--- src/rtl/arith_pkg.sv ---
// Shared arithmetic-block definitions for the iterative signed divider.
//   DEF_DIVIDEND_W / DEF_DIVISOR_W : default operand widths (dividend is twice the divisor)
//   IDLE / CALC / FIX              : divider FSM state encodings
//   DIV_LATENCY                    : clock edges from accept to the out_valid cycle
//   Q_MAX / Q_MIN                  : quotient saturation values on overflow
package arith_pkg;

  localparam int unsigned DEF_DIVIDEND_W = 32;
  localparam int unsigned DEF_DIVISOR_W  = 16;

  localparam logic [1:0] IDLE = 2'd0;
  localparam logic [1:0] CALC = 2'd1;
  localparam logic [1:0] FIX  = 2'd2;

  localparam int unsigned DIV_LATENCY = 33;

  localparam logic [15:0] Q_MAX = 16'h7FFF;
  localparam logic [15:0] Q_MIN = 16'h8000;

endpackage

--- src/rtl/sdiv32by16_seq_if.sv ---
// Request/response bundle for the iterative signed divider.
//   start, dividend, divisor : request side, driven by the master
//   busy, out_valid          : handshake status, driven by the divider
//   quotient, remainder      : signed results, held until the next completion
//   overflow, div_by_zero    : result flags, held with the results
interface sdiv32by16_seq_if #(
  parameter int unsigned DIVIDEND_W = arith_pkg::DEF_DIVIDEND_W,
  parameter int unsigned DIVISOR_W  = arith_pkg::DEF_DIVISOR_W
);

  logic                  start;
  logic [DIVIDEND_W-1:0] dividend;
  logic [DIVISOR_W-1:0]  divisor;
  logic                  busy;
  logic                  out_valid;
  logic [DIVISOR_W-1:0]  quotient;
  logic [DIVISOR_W-1:0]  remainder;
  logic                  overflow;
  logic                  div_by_zero;

  modport master (
    output start, dividend, divisor,
    input  busy, out_valid, quotient, remainder, overflow, div_by_zero
  );

  modport slave (
    input  start, dividend, divisor,
    output busy, out_valid, quotient, remainder, overflow, div_by_zero
  );

endinterface

--- src/rtl/udiv_step.sv ---
// One combinational restoring-division iteration on unsigned magnitudes.
//   rem      : current partial remainder (W+1 bits)
//   in_bit   : next dividend bit shifted into the partial remainder
//   dvs      : divisor magnitude
//   rem_next : partial remainder after the trial subtract (restored when it would go negative)
//   q_bit    : quotient bit produced by this iteration
module udiv_step #(
  parameter int unsigned W = 16
) (
  input  logic [W:0]   rem,
  input  logic         in_bit,
  input  logic [W-1:0] dvs,
  output logic [W:0]   rem_next,
  output logic         q_bit
);

  logic [W+1:0] shifted;

  assign shifted  = {rem, in_bit};
  // Trial subtract succeeds exactly when the shifted remainder is not below the divisor.
  assign q_bit    = (shifted >= (W+2)'(dvs));
  assign rem_next = q_bit ? (W+1)'(shifted - (W+2)'(dvs)) : (W+1)'(shifted);

endmodule

--- src/rtl/sdiv32by16_seq.sv ---
// Iterative signed divider: 32-bit dividend by 16-bit divisor, one quotient bit per clock.
// Quotient truncates toward zero; remainder takes the dividend's sign. Fixed 33-edge latency.
//   clk : rising-edge clock
//   rst : asynchronous active-high reset, aborts any division in flight
//   bus : slave side of sdiv32by16_seq_if (start/operands in, busy/out_valid/results out)
module sdiv32by16_seq
  import arith_pkg::*;
#(
  parameter int unsigned DIVIDEND_W = DEF_DIVIDEND_W,
  parameter int unsigned DIVISOR_W  = DEF_DIVISOR_W
) (
  input logic              clk,
  input logic              rst,
  sdiv32by16_seq_if.slave  bus
);

  localparam int unsigned CNT_W = $clog2(DIVIDEND_W);

  logic [1:0]            state_q;
  logic [CNT_W-1:0]      cnt_q;
  logic                  neg_quot_q;
  logic                  neg_rem_q;
  logic                  dz_q;
  logic [DIVISOR_W-1:0]  dlo_q;
  logic [DIVISOR_W:0]    pr_q;
  logic [DIVIDEND_W-1:0] dq_q;
  logic [DIVISOR_W-1:0]  dm_q;

  logic                  busy_q;
  logic                  valid_q;
  logic [DIVISOR_W-1:0]  quot_q;
  logic [DIVISOR_W-1:0]  rem_q;
  logic                  ov_q;
  logic                  dz_out_q;

  logic [DIVIDEND_W-1:0] dvd_mag;
  logic [DIVISOR_W-1:0]  dvs_mag;
  logic [DIVISOR_W:0]    pr_nxt;
  logic                  q_bit;
  logic [DIVIDEND_W-1:0] q_lim;
  logic [DIVISOR_W-1:0]  uq_lo;
  logic [DIVISOR_W-1:0]  ur;
  logic                  ov_fix;
  logic [DIVISOR_W-1:0]  q_fix;
  logic [DIVISOR_W-1:0]  r_fix;

  // Two's-complement magnitudes; the most negative values map onto themselves as unsigned.
  assign dvd_mag = bus.dividend[DIVIDEND_W-1] ? -bus.dividend : bus.dividend;
  assign dvs_mag = bus.divisor[DIVISOR_W-1] ? -bus.divisor : bus.divisor;

  // dq_q holds the remaining dividend bits at the top and collects quotient bits at the bottom.
  udiv_step #(
    .W (DIVISOR_W)
  ) u_step (
    .rem      (pr_q),
    .in_bit   (dq_q[DIVIDEND_W-1]),
    .dvs      (dm_q),
    .rem_next (pr_nxt),
    .q_bit    (q_bit)
  );

  always_comb begin
    // A negative quotient may reach one more than the positive limit.
    q_lim  = DIVIDEND_W'(Q_MAX) + DIVIDEND_W'(neg_quot_q);
    uq_lo  = dq_q[DIVISOR_W-1:0];
    ur     = pr_q[DIVISOR_W-1:0];
    ov_fix = 1'b0;
    q_fix  = neg_quot_q ? -uq_lo : uq_lo;
    r_fix  = neg_rem_q ? -ur : ur;
    if (dz_q) begin
      q_fix = '0;
      r_fix = dlo_q;
    end else if (dq_q > q_lim) begin
      ov_fix = 1'b1;
      q_fix  = neg_quot_q ? DIVISOR_W'(Q_MIN) : DIVISOR_W'(Q_MAX);
    end
  end

  always_ff @(posedge clk or posedge rst) begin
    if (rst) begin
      state_q    <= IDLE;
      cnt_q      <= '0;
      neg_quot_q <= 1'b0;
      neg_rem_q  <= 1'b0;
      dz_q       <= 1'b0;
      dlo_q      <= '0;
      pr_q       <= '0;
      dq_q       <= '0;
      dm_q       <= '0;
      busy_q     <= 1'b0;
      valid_q    <= 1'b0;
      quot_q     <= '0;
      rem_q      <= '0;
      ov_q       <= 1'b0;
      dz_out_q   <= 1'b0;
    end else begin
      valid_q <= 1'b0;
      case (state_q)
        IDLE: begin
          if (bus.start) begin
            neg_quot_q <= bus.dividend[DIVIDEND_W-1] ^ bus.divisor[DIVISOR_W-1];
            neg_rem_q  <= bus.dividend[DIVIDEND_W-1];
            dz_q       <= (bus.divisor == '0);
            dlo_q      <= bus.dividend[DIVISOR_W-1:0];
            dq_q       <= dvd_mag;
            dm_q       <= dvs_mag;
            pr_q       <= '0;
            cnt_q      <= '0;
            busy_q     <= 1'b1;
            state_q    <= CALC;
          end
        end
        CALC: begin
          pr_q  <= pr_nxt;
          dq_q  <= {dq_q[DIVIDEND_W-2:0], q_bit};
          cnt_q <= cnt_q + CNT_W'(1);
          if (cnt_q == CNT_W'(DIVIDEND_W - 1)) begin
            state_q <= FIX;
          end
        end
        FIX: begin
          quot_q   <= q_fix;
          rem_q    <= r_fix;
          ov_q     <= ov_fix;
          dz_out_q <= dz_q;
          valid_q  <= 1'b1;
          busy_q   <= 1'b0;
          state_q  <= IDLE;
        end
        default: state_q <= IDLE;
      endcase
    end
  end

  assign bus.busy        = busy_q;
  assign bus.out_valid   = valid_q;
  assign bus.quotient    = quot_q;
  assign bus.remainder   = rem_q;
  assign bus.overflow    = ov_q;
  assign bus.div_by_zero = dz_out_q;

endmodule

--- src/flat_wrapper.sv ---
// flat-port wrapper written by rule: the top's interface ports become plain ports
module sdiv32by16_seq_flat import arith_pkg::*;
#(
  parameter int unsigned DIVIDEND_W = DEF_DIVIDEND_W,
  parameter int unsigned DIVISOR_W  = DEF_DIVISOR_W
)
  (clk, rst, bus_start, bus_dividend, bus_divisor, bus_busy, bus_out_valid, bus_quotient, bus_remainder, bus_overflow, bus_div_by_zero);
  sdiv32by16_seq_if #(.DIVIDEND_W(DIVIDEND_W), .DIVISOR_W(DIVISOR_W)) bus_i ();
  input logic clk;
  input logic rst;
  input wire logic [$bits(bus_i.start)-1:0] bus_start;
  input wire logic [$bits(bus_i.dividend)-1:0] bus_dividend;
  input wire logic [$bits(bus_i.divisor)-1:0] bus_divisor;
  output wire logic [$bits(bus_i.busy)-1:0] bus_busy;
  output wire logic [$bits(bus_i.out_valid)-1:0] bus_out_valid;
  output wire logic [$bits(bus_i.quotient)-1:0] bus_quotient;
  output wire logic [$bits(bus_i.remainder)-1:0] bus_remainder;
  output wire logic [$bits(bus_i.overflow)-1:0] bus_overflow;
  output wire logic [$bits(bus_i.div_by_zero)-1:0] bus_div_by_zero;
  assign bus_i.start = bus_start;
  assign bus_i.dividend = bus_dividend;
  assign bus_i.divisor = bus_divisor;
  assign bus_busy = bus_i.busy;
  assign bus_out_valid = bus_i.out_valid;
  assign bus_quotient = bus_i.quotient;
  assign bus_remainder = bus_i.remainder;
  assign bus_overflow = bus_i.overflow;
  assign bus_div_by_zero = bus_i.div_by_zero;
  sdiv32by16_seq #(.DIVIDEND_W(DIVIDEND_W), .DIVISOR_W(DIVISOR_W)) u_core (.clk(clk), .rst(rst), .bus(bus_i));
endmodule
--- config.mk ---
export PLATFORM = sky130hd
export DESIGN_NAME = sdiv32by16_seq_flat
export DESIGN_NICKNAME = d
export VERILOG_FILES = /design/src/rtl/arith_pkg.sv /design/src/rtl/sdiv32by16_seq_if.sv /design/src/rtl/udiv_step.sv /design/src/rtl/sdiv32by16_seq.sv /design/src/flat_wrapper.sv
export SDC_FILE = /design/constraint.sdc
export NUM_CORES = 1
export LEC_CHECK = 0
export CORE_MARGIN = 2
export CORE_UTILIZATION = 58
export DETAILED_ROUTE_END_ITERATION = 10
export HOLD_SLACK_MARGIN = 0.1
export PLACE_DENSITY = 0.81
export SLEW_MARGIN = 10
export SYNTH_ARGS = -nofsm -noshare
export SYNTH_HDL_FRONTEND = slang
export SYNTH_HIERARCHICAL = 1
export SYNTH_SLANG_ARGS = --single-unit
export TNS_END_PERCENT = 5
--- constraint.sdc ---
create_clock -name clk -period 6.4 [get_ports clk]
set_input_delay 1.6 -clock clk [delete_from_list [all_inputs] [get_ports clk]]
set_output_delay 1.6 -clock clk [all_outputs]
set_load 0.02 [all_outputs]
# Word-level counts from Yosys, hierarchy flattened
# Cells that the tools add are included.
# op_classes
bitwise_logic	1
mux	23
n_reduce_logical	8
magnitude_cmp	2
add_sub_neg	7
n_eq_ne	5
# ops
cell	count
$mux W16	7
$mux W32	2
$pmux W32 S2	1
$neg A16 Y16	3
$mux W17	2
$pmux W17 S2	1
$gt A32 B32 Y1	1
$neg A32 Y32	1
$ge A18 B16 Y1	1
$sub A17 B16 Y17	1
$add A15 B1 Y16 const A	1
$logic_not A16 Y1	1
$pmux W5 S2	1
$reduce_and A2 Y1	4
$add A5 B1 Y5 const B	1
$eq A5 B5 Y1 const B	1
$mux W5	1
$mux W1	4
$mux W2	2
$pmux W2 S2	1
$reduce_bool A2 Y1	2
$eq A2 B1 Y1 const B	1
$eq A2 B2 Y1 const B	1
$logic_not A2 Y1	1
other kinds (4)	4
# totals
output_inout_bits	36
word_cells	61
in_bits	51
reg_bits	127

# Logic depth before layout (Yosys ltp)
# Gate-level depths: netlist (run 1).
# logic_depth
ltp_word	4
mapped_depth	13
mapped_depth_nobuf	12

# Modules after synthesis
# The synthesis (run 1) kept the hierarchy.
# modules_own_cells
mod	area_per_inst_um2	cells_per_inst	seq_area_each_um2	n_inst
sdiv32by16_seq	7188.1	787	3178.0	1
udiv_step	1068.5	159	0.0	1

# Worst setup path after synthesis (run 1)
# Ideal clock, no wire load.
# synth_timing
kind	input-to-reg
from	input port bus_dividend[12]
to	register u_core.dq_q[30]
required_ns	6.263
cell_stages	6
arrival_ns	3.181
setup_time_ns	0.137
n_path_buf	0
slack_ns	3.082
cell_sequence	or4_1 -> or3_4 -> nand2b_4 -> o41ai_4 -> xor2_1 -> a21oi_1
# synth_via
elab_chain_cells	4
# synth_lines
item	line_no	text
start: declaration	flat_wrapper.sv:12	input wire logic [$bits(bus_i.dividend)-1:0] bus_dividend;
$neg A32 Y32	sdiv32by16_seq.sv:48	assign dvd_mag = bus.dividend[DIVIDEND_W-1] ? -bus.dividend : bus.dividend;
$mux W32	sdiv32by16_seq.sv:48	
$mux W32	sdiv32by16_seq.sv:100	if (bus.start) begin
$pmux W32 S2	sdiv32by16_seq.sv:98	case (state_q)
end signal: assignment	sdiv32by16_seq.sv:105	dq_q <= dvd_mag;
end signal: assignment	sdiv32by16_seq.sv:115	dq_q <= {dq_q[DIVIDEND_W-2:0], q_bit};
end: declaration	sdiv32by16_seq.sv:26	logic [DIVIDEND_W-1:0] dq_q;
# No other way between the ends. The select of a mux whose other input is x is not followed.
# A chain may end at the register's enable or synchronous reset.

# Worst setup path after layout (run 1)
# layout_timing
from	register u_core.neg_quot_q
to	register u_core.quot_q[14] (netlist: u_core/bus.quotient[14])
# layout_via
elab_chain_cells	4
word_cells_on_any_way	6
cone_classes	add/sub: 1; order compare: 1; mux: 4
# layout_lines
item	line_no	text
start: declaration	sdiv32by16_seq.sv:21	logic neg_quot_q;
start signal: assignment	sdiv32by16_seq.sv:101	neg_quot_q <= bus.dividend[DIVIDEND_W-1] ^ bus.divisor[DIVISOR_W-1];
$add A15 B1 Y16	sdiv32by16_seq.sv:64	q_lim = DIVIDEND_W'(Q_MAX) + DIVIDEND_W'(neg_quot_q);
$gt A32 B32 Y1	sdiv32by16_seq.sv:73	end else if (dq_q > q_lim) begin
$mux W16 *	sdiv32by16_seq.sv:73	
$mux W16 *	sdiv32by16_seq.sv:70	if (dz_q) begin
end signal: assignment	sdiv32by16_seq.sv:122	quot_q <= q_fix;
end: declaration	sdiv32by16_seq.sv:31	logic [DIVISOR_W-1:0] quot_q;
# Mark *: on every way between the ends. The rest lies on a longest branch, timed or not.

==> impl_metrics.env, run 1 <==
export IMPL_status="finished, final reports clean"
export IMPL_hold_class="flop to flop"
export IMPL_final_layout_size_suffix_gt1_share_pct=6.99
export IMPL_synth_seq_area_share_pct=38.5
export IMPL_syn2layout_area_growth_pct=19.0
export IMPL_power_density_mw_per_mm2=512
export IMPL_p_leak_nw=4.29
export IMPL_antennaDiodeCount=0
export IMPL_cp_required_ns=6.72
export IMPL_cp_end_kind="flop"
export IMPL_track_usage_pct=28.6
export IMPL_pwr_share_clk_pct=20.4
export IMPL_hold_viol=0
export IMPL_dp_hpwl_um=14000
export IMPL_fp_row_count=43
export IMPL_cpPeakStageDelay_ns=1.04
export IMPL_path_cells="inv_1 -> ha_1 -> nand4_1 -> nor4_1 -> a21boi_1 -> a2111o_1 -> a21oi_1 -> buf_4 -> or3_1 -> o2111ai_1"
export IMPL_crit_fanout=33
export IMPL_vias=7394
export IMPL_gp_congestion=0.874
export IMPL_setup_tns_ns=0
export IMPL_remaining_drc_errors=0
export IMPL_critical_path_top_delay_family="flip-flops"
export IMPL_antenna_found_initial=0
export IMPL_die_width_um=123
export IMPL_worstMarginPinSlew_ns=1.07
export IMPL_seqPwrFrac_pct=31.6
export IMPL_post_cts_resized=0
export IMPL_startpoint_type="flop"
export IMPL_synth_net_count=1036
export IMPL_tritoncts="done"
export IMPL_drt_total_wl_um=20800
export IMPL_top_layer="met4"
export IMPL_grt_pass1_vias=6879
export IMPL_intPower_mw=2.96
export IMPL_start_util_pct=59.5
export IMPL_cts_path_max_buffers=2
export IMPL_wl_met1_um=9410
export IMPL_cts_hold_fix_buffers=0
export IMPL_syn_area_mm2=0.00826
export IMPL_cts_sinks=127
export IMPL_arrival_ns=4.38
export IMPL_dieHeight_um=123
export IMPL_vias_per_cell=6.18
export IMPL_portBuffers=86
export IMPL_overflow=0
export IMPL_path_class="flop to flop"
export IMPL_layout_commonest_cell="nand2_1"
export IMPL_netlist_instances=946
export IMPL_dpl_instance_area_mm2=0.00920
export IMPL_synthFlopType="dfrtp_1"
export IMPL_met3WireLength_um=1450
export IMPL_root_buffer="clkbuf_16"
export IMPL_die_area_mm2=0.0152
export IMPL_grt_max_degree=83
export IMPL_cts_buffers=17
export IMPL_postLayoutCellArea_mm2=0.00983
export IMPL_ant_nets=0
export IMPL_slew_headroom_pct=28.6
export IMPL_ys_warnings_count=6
export IMPL_ys_seq_elements=127
export IMPL_setup_viol=0
export IMPL_post_cts_buffers=0
export IMPL_io_pins=87
export IMPL_min_period_ns=4.06
export IMPL_yosysUniqueCellTypes=69
export IMPL_critPathBufInv=2
export IMPL_final_util_pct=70.8
export IMPL_clk_pin_slew_ns=0.06
export IMPL_cap_viol_max_count=0
export IMPL_first_pass_iters=5
export IMPL_grt_first_pass_wirelength_um=34200
export IMPL_slew_violations=0
export IMPL_drt_wirelength_per_cell_um=17.4
export IMPL_wl_met2_um=9530
export IMPL_drt_iter0_markers=1013
export IMPL_peakVddDrop_mv=0.243
export IMPL_slowest_stage="dfrtp_1"
export IMPL_nNetsFinal=1093
export IMPL_power_mw=5.03
export IMPL_fin_crit_sh_pct=63.5
export IMPL_core_mm2=0.0139
export IMPL_layout_common_cells="nand2_1, dfrtp_1, clkdlybuf4s50_1"
export IMPL_avgSynthCellArea_um2=8.73
export IMPL_fmax_mhz=246
export IMPL_clkLatencyLatePin_ns=0.42
export IMPL_rsz0062_at_grt="no"
export IMPL_p_sw_mw=2.07
export IMPL_ys_async_sr_fraction_pct=100
export IMPL_htreeDepth=4
export IMPL_skew_ns=0.00949
export IMPL_synth_edf_count=0
export IMPL_switching_share_pct=41.1
export IMPL_p_comb_share_pct=48.0
==> worst register-to-register path: stages, from the launching register on <==
cell and delay (ns):
dfrtp_1 1.04, inv_1 0.59, ha_1 0.51, nand4_1 0.15, nor4_1 0.38, a21boi_1 0.21, a2111o_1 0.14, a21oi_1 0.07
buf_4 0.22, or3_1 0.51, o2111ai_1 0.14
==> kinds of logic after synthesis <==
family                   after synthesis  synth area share, %
adder cells (fa/ha/maj)               39                 6.00
AO/OA/AOI/OAI                        271                 21.5
buffers and inverters                 91                 4.29
multiplexers                          18                 2.41
flip-flops                           127                 38.5
AND/OR/NAND/NOR                      328                 19.6
XOR/XNOR                              72                 7.64
==> synthesized netlist by cell type, types with 8 or more instances <==
master | count | area (µm²)
a21oi_1 | 46 | 230
a22o_1 | 18 | 158
a22oi_1 | 22 | 165
and3_1 | 8 | 50.1
clkbuf_1 | 46 | 173
dfrtp_1 | 127 | 3180
ha_1 | 38 | 475
inv_1 | 34 | 128
mux2i_1 | 9 | 90.1
nand2_1 | 147 | 552
nand3_1 | 14 | 70.1
nand4_1 | 12 | 75.1
nor2_1 | 60 | 225
nor2b_1 | 11 | 68.8
nor3_1 | 15 | 75.1
nor4_1 | 11 | 68.8
o21ai_0 | 65 | 325
o21ai_1 | 39 | 195
o31ai_1 | 21 | 158
xnor2_1 | 15 | 131
xor2_1 | 57 | 499
==> flip-flops by register name, summed over array words and instances (netlist names) <==
signal and cells:
u_core/pr_q 17, u_core/bus.out_valid 1, u_core/state_q 2, u_core/bus.quotient 16, u_core/dz_q 1, u_core/dm_q 16, u_core/bus.remainder 16, u_core/neg_quot_q 1
u_core/neg_rem_q 1, u_core/dlo_q 16, u_core/cnt_q 5, u_core/bus.div_by_zero 1, u_core/bus.busy 1, u_core/dq_q 32, u_core/bus.overflow 1
==> power by group through the flow <==
stage / clock network [mW] / registers (mW) / logic, mW
finish: 1.03 / 1.59 / 2.41
global route: 1.07 / 1.65 / 2.71
detailed placement: 0 / 1.58 / 2.36
floorplan: 0 / 1.49 / 1.84
CTS: 1.03 / 1.58 / 2.40
global placement: 0 / 1.57 / 2.31
==> metrics by stage <==
step	setup WS, ns	hold slack [ns]	instances
after global routing	2.02	0.506	1196
after floorplan	1.42	0.445	946
after global placement	2.27	0.458	1164
final	2.34	0.473	1196
after CTS	2.38	0.478	1196
after detailed placement	2.12	0.464	1164
==> metal layers <==
metal | global-route usage (%) | up-vias
met2 | 43.8 | 334
met5 | 0 | -
li1 | - | 3513
met1 | 41.2 | 3513
met4 | 9.94 | 0
met3 | 4.47 | 34
==> final timing paths <==
path | to | from | cells past startpoint | slack, ns
setup / recovery | u_core/bus.quotient[14] | u_core/neg_quot_q | 10 | 2.34
hold / removal | u_core/dlo_q[9] | u_core/dlo_q[9] | 2 | 0.47
setup reg to reg | u_core/bus.quotient[14] | u_core/neg_quot_q | 10 | 2.34
hold reg to reg | u_core/dlo_q[9] | u_core/dlo_q[9] | 2 | 0.47
max in group asynchronous | u_core/pr_q[5] | rst | 3 | 3.41
min in group asynchronous | u_core/bus.remainder[9] | rst | 2 | 1.78
==> area by class of cell <==
class | count | area, µm²
Multi-Input combinational cell | 728 | 4740
Fill cell | 1074 | 4050
Sequential cell | 127 | 3180
Timing Repair Buffer | 95 | 928
Clock buffer | 18 | 439
Tap cell | 180 | 225
Clock inverter | 14 | 190
Inverter | 34 | 130
No activity file was read; power rests on OpenSTA's default activity.
==> inputs of run 2 (changes only) <==
--- a/config.mk
+++ b/config.mk
@@ -6,10 +6,10 @@
 export NUM_CORES = 1
 export LEC_CHECK = 0
 export CORE_MARGIN = 2
-export CORE_UTILIZATION = 58
+export CORE_UTILIZATION = 52
 export DETAILED_ROUTE_END_ITERATION = 10
 export HOLD_SLACK_MARGIN = 0.1
-export PLACE_DENSITY = 0.81
+export PLACE_DENSITY = 0.77
 export SLEW_MARGIN = 10
 export SYNTH_ARGS = -nofsm -noshare
 export SYNTH_HDL_FRONTEND = slang
==> constraint.sdc (replaced) <==
create_clock -name clk -period 3.7 [get_ports clk]
set_input_delay 0.925 -clock clk [delete_from_list [all_inputs] [get_ports clk]]
set_output_delay 0.925 -clock clk [all_outputs]
set_load 0.02 [all_outputs]
==> run 2 against run 1 <==
Global-route usage decreased by 2.7 points. Power is 74% higher. Maximum frequency up 36%. Sequential share of layout area down 0.57 points. Cell count up 3.9%. Via count is 0.47% lower. Critical path type unchanged.
==> impl_metrics.env, run 2 (synthesis gave the netlist of run 1 again) <==
export IMPL_die_width_um=130
export IMPL_track_usage_pct=25.9
export IMPL_worstMarginPinSlew_ns=1.12
export IMPL_final_layout_size_suffix_gt1_share_pct=7.98
export IMPL_slew_violations=0
export IMPL_rsz0062_at_grt="no"
export IMPL_cap_viol_max_count=0
export IMPL_top_regs="u_core/dq_q: 32 flops, u_core/pr_q: 17 flops"
export IMPL_portBuffers=86
export IMPL_vias=7359
export IMPL_grt_first_pass_wirelength_um=34600
export IMPL_pre_cts_ws_ns=0.277
export IMPL_setup_tns_ns=0
export IMPL_hold_class="flop to flop"
export IMPL_start_util_pct=52.5
export IMPL_first_pass_iters=6
export IMPL_drt_wirelength_per_cell_um=17.0
export IMPL_layout_commonest_cell="nand2_1"
export IMPL_ant_nets=0
export IMPL_remaining_drc_errors=0
export IMPL_io_pins=87
export IMPL_cts_buffers=17
export IMPL_slowest_stage="dfrtp_1"
export IMPL_root_buffer="clkbuf_16"
export IMPL_clk_pin_slew_ns=0.06
export IMPL_slew_headroom_pct=24.8
export IMPL_grt_max_degree=54
export IMPL_htreeDepth=4
export IMPL_worst_slack_ns=0.700
export IMPL_syn2layout_area_growth_pct=21.2
export IMPL_final_util_pct=63.7
export IMPL_layout_common_cells="nand2_1, dfrtp_1, clkdlybuf4s50_1"
export IMPL_drt_iter0_markers=802
export IMPL_path_cells="buf_4 -> ha_1 -> nor2b_1 -> o21ai_0 -> a21boi_1 -> a2111o_1 -> a21oi_1 -> buf_4 -> a21oi_1 -> a22o_1"
export IMPL_skew_ns=0.00743
export IMPL_antenna_found_initial=0
export IMPL_clkLatencyLatePin_ns=0.43
export IMPL_cp_end_kind="flop"
export IMPL_power_density_mw_per_mm2=874
export IMPL_tritoncts="done"
export IMPL_antennaDiodeCount=0
export IMPL_min_period_ns=3.00
export IMPL_arrival_ns=3.32
export IMPL_dp_hpwl_um=14800
export IMPL_peakVddDrop_mv=0.456
export IMPL_fin_crit_sh_pct=81.1
export IMPL_cpPeakStageDelay_ns=0.44
export IMPL_overflow=0
export IMPL_nNetsFinal=1104
export IMPL_power_mw=8.74
export IMPL_reg2reg_slack_ns=0.70
export IMPL_core_mm2=0.0157
export IMPL_gp_congestion=0.907
export IMPL_fp_row_count=46
export IMPL_crit_fanout=29
export IMPL_top_register="u_core/dq_q"
export IMPL_cts_hold_fix_buffers=0
export IMPL_startpoint_type="flop"
export IMPL_hold_viol=0
export IMPL_status="finished, final reports clean"
export IMPL_vias_per_cell=5.92
export IMPL_grt_pass1_vias=6792
export IMPL_die_area_mm2=0.0169
export IMPL_path_class="flop to flop"
export IMPL_post_cts_resized=0
export IMPL_cts_path_max_buffers=2
export IMPL_cp_required_ns=4.02
export IMPL_largest_reg_flops=32
export IMPL_holdWs_ns=0.474
export IMPL_nFillCells=1330
export IMPL_drt_total_wl_um=21100
export IMPL_cts_sinks=127
export IMPL_setup_viol=0
export IMPL_post_cts_buffers=0
export IMPL_fmax_mhz=333
export IMPL_dieHeight_um=130
export IMPL_p_leak_nw=4.36
[run 2: changes by cell type in the layout (fill, tap and decap cells not counted), sizes merged]
cell | previous run | this run
buf | 9 | 20
clkbuf | 18 | 21
clkinv | 7 | 5
inv | 35 | 33
clkinvlp | 2 | 3
[run 2: report_power, final]
group / total (mW) / switching, mW / internal (mW)
combinational: 4.25 / 2.22 / 2.03
clock: 1.81 / 0.616 / 1.19
sequential: 2.69 / 0.697 / 1.99
[run 2: per-layer routing]
metal / share of wire, % / vias up / track usage (%) / routed length [µm]
li1: - / 3542 / - / -
met1: 47 / 3486 / 37.0 / 9860
met2: 45 / 294 / 38.9 / 9510
met3: 5.6 / 37 / 4.92 / 1170
met4: 2.6 / 0 / 10.3 / 539
met5: 0 / - / 0 / 0
[run 2: cell type report]
| type | instances | area (µm²) | share of cell area [%] |
|---|---|---|---|
| Tap cell | 216 | 270 | 2.70 |
| Sequential cell | 127 | 3180 | 31.8 |
| Clock buffer | 21 | 480 | 4.80 |
| Timing Repair Buffer | 106 | 1050 | 10.5 |
| Multi-Input combinational cell | 728 | 4740 | 47.3 |
| Clock inverter | 11 | 160 | 1.60 |
| Inverter | 34 | 131 | 1.31 |
[run 2: metrics by stage]
step                std cells  cell area (µm²)
floorplan                 946             8260
global placement         1211             9360
detailed placement       1211             9360
CTS                      1243            10000
global route             1243            10000
finish                   1243            10000
[run 2: worst paths after layout]
path	start	endpoint	cells after the start
max in group asynchronous	rst	u_core/dq_q[22]	3
min in group asynchronous	rst	u_core/bus.remainder[8]	2
worst min-delay path	u_core/bus.busy	u_core/bus.busy	2
worst max register to register	u_core/neg_quot_q	u_core/bus.quotient[13]	10
worst min register to register	u_core/bus.busy	u_core/bus.busy	2
worst max-delay path	u_core/neg_quot_q	u_core/bus.quotient[13]	10
[run 2: worst max-delay path, delay by kind of cell, from the launching register on]
family | cells | cell delay, ns
and+or+nand+nor | 1 | 0.13
adders and majority gates | 1 | 0.30
buffers and inverters | 2 | 0.63
AOI/OAI and AO/OA | 6 | 1.38
DFF | 1 | 0.44
